[src/rtl/sorted_array_loader.sv]
// Online insertion-sort loader: keeps up to DEPTH keys sorted ascending and
// exposes them to the binary-search datapath through a combinational read port.
module sorted_array_loader #(
    parameter int DEPTH = 16,
    parameter int AW    = 4,
    parameter int DW    = 8
) (
    input  logic          clk,
    input  logic          rst,
    input  logic          clr,
    input  logic          in_valid,
    input  logic [DW-1:0] in_data,
    output logic          in_ready,
    input  logic [AW-1:0] rd_addr,
    output logic [DW-1:0] rd_data,
    output logic [AW:0]   count,
    output logic          full,
    output logic          busy,
    output logic          search_ok
);

    typedef enum logic {
        IDLE  = 1'b0,
        SHIFT = 1'b1
    } state_t;

    state_t        state_q;
    logic [DW-1:0] mem_q [DEPTH];
    logic [DW-1:0] key_q;
    logic [AW-1:0] pos_q;
    logic [AW:0]   count_q;

    logic [DW-1:0] prev_data;
    logic          do_shift;
    logic          accept;
    logic [DW-1:0] wr_data;

    // Guard position 0 so the entry below the array is never consulted.
    assign prev_data = (pos_q != '0) ? mem_q[pos_q - 1'b1] : '0;
    assign do_shift  = (pos_q != '0) && (prev_data > key_q);
    assign wr_data   = do_shift ? prev_data : key_q;

    assign full      = (count_q == (AW+1)'(DEPTH));
    assign busy      = (state_q == SHIFT);
    assign search_ok = full && !busy;
    assign in_ready  = (state_q == IDLE) && !full && !rst && !clr;
    assign accept    = in_valid && in_ready;
    assign count     = count_q;
    assign rd_data   = mem_q[rd_addr];

    always_ff @(posedge clk) begin
        if (rst) begin
            state_q <= IDLE;
            count_q <= '0;
            key_q   <= '0;
            pos_q   <= '0;
        end else if (clr) begin
            state_q <= IDLE;
            count_q <= '0;
        end else begin
            case (state_q)
                IDLE: begin
                    if (accept) begin
                        key_q   <= in_data;
                        pos_q   <= count_q[AW-1:0];
                        state_q <= SHIFT;
                    end
                end
                SHIFT: begin
                    if (do_shift) begin
                        pos_q <= pos_q - 1'b1;
                    end else begin
                        count_q <= count_q + 1'b1;
                        state_q <= IDLE;
                    end
                end
                default: state_q <= IDLE;
            endcase
        end
    end

    // Each slot is written only when the insertion cursor sits on it.
    generate
        for (genvar gi = 0; gi < DEPTH; gi++) begin : g_mem
            always_ff @(posedge clk) begin
                if (rst) begin
                    mem_q[gi] <= '0;
                end else if (!clr && state_q == SHIFT && pos_q == AW'(gi)) begin
                    mem_q[gi] <= wr_data;
                end
            end
        end
    endgenerate

endmodule

[config.mk]
export PLATFORM = sky130hd
export DESIGN_NAME = sorted_array_loader
export DESIGN_NICKNAME = d
export VERILOG_FILES = /design/src/rtl/sorted_array_loader.sv
export SDC_FILE = /design/constraint.sdc
export NUM_CORES = 1
export LEC_CHECK = 0
export BUFFER_PORTS_ARGS = -buffer_cell sky130_fd_sc_hd__buf_4
export CAP_MARGIN = 20
export CORE_ASPECT_RATIO = 0.6
export CORE_UTILIZATION = 55
export DETAILED_ROUTE_END_ITERATION = 12
export PLACE_DENSITY = 0.82
export SLEW_MARGIN = 40
export SYNTH_ARGS = -nofsm -noshare
export SYNTH_HDL_FRONTEND = slang
export SYNTH_SLANG_ARGS = --single-unit
[constraint.sdc]
create_clock -name clk -period 3.9 [get_ports clk]
set_input_delay 0.585 -clock clk [delete_from_list [all_inputs] [get_ports clk]]
set_output_delay 0.585 -clock clk [all_outputs]
set_load 0.005 [all_outputs]
# --- Word level (Yosys, flattened, before mapping) ---
# Memories as Yosys holds them, arrays and structs flattened.
# Cells that the tools add are included.
word_totals:
  n_memories: 1
  elab_cells: 152
  register_bits: 18
  out_inout_bits: 17
  ram_bits: 128
memory_table:
  columns: ["name", "depth", "width", "read_ports", "rd_ports_with_merged_regs", "wr", "line_no", "source"]
  rows:
  - ["mem_q", 16, 8, 2, 0, 16, "28", "logic [DW-1:0] mem_q [DEPTH];"]
classes:
  bitwise: 19
  n_reduce_logical: 33
  mux: 74
  order_cmp: 1
  add_sub_neg: 2
  eq_ne: 18
ops:
  columns: ["cell", "n"]
  rows:
  - ["8-bit 2-to-1 mux", 18]
  - ["1-bit 2-to-1 mux", 52]
  - ["4-bit equality test, second input constant", 8]
  - ["1-bit logical AND", 23]
  - ["4-bit by 3-bit equality test with 1-bit output, second input constant", 4]
  - ["1-bit OR", 16]
  - ["4-bit by 2-bit equality test with 1-bit output, second input constant", 2]
  - ["8-bit > comparator", 1]
  - ["4-bit 2-to-1 mux", 2]
  - ["4-bit case mux with 2 select lines", 1]
  - ["3-bit AND reduction", 2]
  - ["5-bit by 1-bit adder with 5-bit output, second input constant", 1]
  - ["5-bit equality test, second input constant", 1]
  - ["4-bit by 1-bit equality test with 1-bit output, second input constant", 1]
  - ["1-bit zero test", 4]
  - ["4-bit zero test", 1]
  - ["4-bit nonzero test", 1]
  - ["4-bit by 1-bit subtractor with 4-bit output, second input constant", 1]
  - ["1-bit NOT", 3]
  - ["2-bit by 1-bit != test with 1-bit output, second input constant", 1]
  - ["2-bit != test, second input constant", 1]
  - ["1-bit case mux with 2 select lines", 1]
  - ["2-bit AND reduction", 1]
  - ["2-bit OR reduction", 1]

# --- Logic depth before layout (Yosys ltp) ---
logic_depth:
  ltp_word: 8
  mapped_depth: 18
  ltp_nobuf: 14

# --- Worst setup path before layout ---
# No wires, ideal clock.
synth_timing:
  path_kind: "register -> register"
  start: "register pos_q[0]"
  end: "memory mem_q[1][0] (data pin)"
  path_stages_with_launch: 18
  setup_slack_ns: -0.354
  t_arrival_ns: 3.994
  required_time_ns: 3.640
  period_less_slack_ns: 4.254
  cell_sequence: "dfxtp_1 -> buf_2 -> inv_2 -> ha_1 -> clkbuf_1 -> clkbuf_1 -> mux4_2 -> a221oi_1 -> nor2_1 -> ha_1 -> a211o_1 -> a21oi_1 -> a21oi_1 -> and2_1 -> buf_2 -> a31oi_2 -> buf_4 -> nor2_1"
synth_lines:
  columns: ["item", "line_no", "source"]
  rows:
  - ["from (decl)", "30", "logic [AW-1:0] pos_q;"]
  - ["from (signal assigned)", "65", "pos_q <= count_q[AW-1:0];"]
  - ["from (signal assigned)", "71", "pos_q <= pos_q - 1'b1;"]
  - ["to (decl)", "28", null]

==> metrics.md <==
| Metric | Value |
|---|---|
| Status | complete, no violations |
| Post-Synthesis Cells | 595 |
| DR WL/cell | 26.87 µm |
| Post-placement cell count | 818 |
| Post-route ant nets | 0 |
| CP endpoint kind | flop |
| Post-synth EDFFs | 128 |
| Final worst path period share | 98.56% |
| Buffers on Ports | 32 |
| 1st-iter DRT viols | 688 |
| Clk slew on worst S/H paths | 60 ps |
| Highest Clock Rate | 0.2602 GHz |
| PD cells | 404.1 nW/µm² |
| Relative slew slack | 44.64% |
| Max-slew violations | 0 |
| Net count, final | 680 |
| Fin area | 9443 µm² |
| Share of post-route cells with drive strength above 1 | 33.84% |
| Die W | 157.4 µm |
| Worst-Skew Late Latency | 430 ps |
| Cell Chain, Critical Path | buf_4, or4_1, nand3_4, buf_4, o22ai_1, buf_4, nor2_2, ha_1, a211o_1, a21oi_1, a21oi_1, and2_2, buf_12, a21oi_4, buf_4, nor2_1 |
| Routed wire length | 22.95 mm |
| Part of the Yosys area used for sequential elements | 52.76% |
| First-pass GRT wire length | 33.42 mm |
| Largest stage delay on the critical path | 600 ps |
| Vias in the first global route | 5,562 |
| Top cell type's share of synthesized area | 48.24% |
| Skew final | 11.58 ps |
| CP Launch Type | flop |
| Hold Vio Cnt, Final | 0 |
| WP data arrival | 4020 ps |
| Detailed Routing Iterations Pass 1 | 6 |
| Crit path max fanout | 8 |
| RePlAce Congestion | 0.9743 |
| Leakage | 3.272 nW |
| Worst-Margin Slew | 828.7 ps |
| Min cycle time layout | 3844 ps |
| Commonest non-fill, non-tap cells in the layout | 155 x nor2_1, 128 x edfxtp_1, 72 x mux4_2, 65 x buf_4, 29 x nand2_1 |
| IR drop worst, VDD | 0.0003647 V |
| Layout Cells excl Fill | 854 |
| Most common cell after layout, fill and taps aside | nor2_1 |
| Register bit total from synthesis | 146 |
| Area grow syn2layout | 18.51% |
| CTS tree | built |
| Slowest cell on the critical path | or4_1 |
| Worst setup path class | flop to flop |
| Detail Placement HPWL | 15.64 mm |
| Row count | 33 |
| Area of the mapped netlist | 7968 µm² |
| Initial antenna violation count | 0 |
| Min-delay worst type | primary input to flop |
| Area of placed instances | 8645 µm² |
| Distinct cells, synth | 51 |
| Largest net degree at the start of global routing | 36 |
| Hold-fix buffers, CTS | 0 |
| Synthesis Warnings | 0 |
| Max Cap Violations | 0 |
| Die height | 95.23 µm |
| Setup violators final | 0 |
| Core Region | 13,870 µm² |
| Mean post-synth cell area | 13.39 µm² |
| Mapped Nets | 626 |
| Cell taking the most area after synthesis | edfxtp_1 |
| WP data required | 4070 ps |
| Largest cells by area after synthesis | edfxtp_1 48%, mux4_2 20%, nor2_1 7.4% |
| Top-Level Pins | 33 |
| Worst path most repeated cell | buf_4 |
| TritonCTS Buffers | 17 |
| # clock sinks | 146 |
| Synth Flop Type | edfxtp_1 |
| Async set-or-reset flop fraction in the synthesized netlist | 0% |
| GRT Total Usage | 32.43% |
| CTS Root Cell | clkbuf_16 |
| Starting density of the core | 57.43% |
| Die area | 14,990 µm² |
| DR vias | 5,718 |
| Gr ovfl total | 0 |
| DRC violations left | 0 |
| Vias per cell | 6.696 |
| Antenna cells | 0 |
| Htree depth | 4 |
| CTS max path bufs | 2 |
| Final WS setup | 56.26 ps |
| Pre-CTS setup slack | -92.51 ps |
-- what timing repair did --
action | in CTS | in global routing
gates cloned | 0 | 1
pin swaps | 0 | 3
gates resized for setup | 3 | 19
endpoints found under the setup margin | 128 | 130
setup buffers | 2 | 1
-- registers in the layout, indices dropped and copies added (netlist names) --
name   flops
key_q      8
busy       1
pos_q      4
count      5
mem_q    128
-- worst paths after layout --
check,to,slack [ps],from,cells after the start
setup / recovery,mem_q[12][2]$_SDFFCE_PN0P_,60,pos_q[1]$_SDFFE_PP0P_,16
hold / removal,key_q[0]$_SDFFE_PP0P_,380,in_data[0],3
setup reg to reg,mem_q[12][2]$_SDFFCE_PN0P_,60,pos_q[1]$_SDFFE_PP0P_,16
hold reg to reg,key_q[3]$_SDFFE_PP0P_,500,key_q[3]$_SDFFE_PP0P_,2
-- synth_stat cells (7+ instances only) --
library cell / n
buf_4: 7
inv_1: 11
clkbuf_1: 19
edfxtp_1: 128
nand2_1: 29
dfxtp_1: 18
ha_1: 15
and2_1: 7
mux4_2: 72
mux2i_1: 10
a221oi_1: 7
nor2_1: 157
a21oi_1: 16
o22ai_1: 7
o21bai_1: 12
-- final cells by class --
cell class                      instances  area (µm²)
Timing Repair Buffer                   74       668.1
Inverter                               13       48.80
Clock inverter                         14       175.2
Clock buffer                           18       429.2
Fill cell                             984        4431
Multi-Input combinational cell        397        3674
Tap cell                              192       240.2
Sequential cell                       146        4208
-- power breakdown --
part           switching, mW  internal (mW)  total [mW]
clock network          0.684           1.01        1.70
logic                  0.188          0.156       0.344
registers             0.0294           1.74        1.77
-- worst max-delay path, delay by kind of cell (launching register included) --
kind / cells / cell delay, ps
compound gates: 5 / 830
fa+ha+maj: 1 / 280
buf+inv: 5 / 830
flops: 1 / 320
simple gates: 5 / 1300
-- metrics by stage --
step	utilization (%)	power, mW	hold WS, ps	setup TNS (ps)
6_report	68.06	3.816	381.5	0
5_1_grt	68.06	3.886	402.4	-1438
4_1_cts	66.87	3.789	384.2	0
3_5_place_dp	62.31	2.130	492.9	-4283
3_3_place_gp	62.20	2.116	481.6	0
2_1_floorplan	-	2.002	463.4	0
-- cell families after synthesis --
| family | after synthesis | synth area share, % |
|---|---|---|
| simple gates | 219 | 11.57 |
| xor+xnor | 5 | 0.5496 |
| fa+ha+maj | 15 | 2.356 |
| compound gates | 76 | 7.821 |
| flops | 146 | 52.76 |
| buf+inv | 52 | 3.329 |
| mux | 82 | 21.61 |
-- metal layers --
metal | track usage [%] | share of wire, % | wire (µm)
met5 | 0 | 0 | 0
met1 | 43.48 | 38 | 8613
met2 | 47.90 | 45 | 10370
met3 | 13.23 | 15 | 3426
met4 | 11.65 | 2.3 | 539
Power figures use the tool's default switching activity.
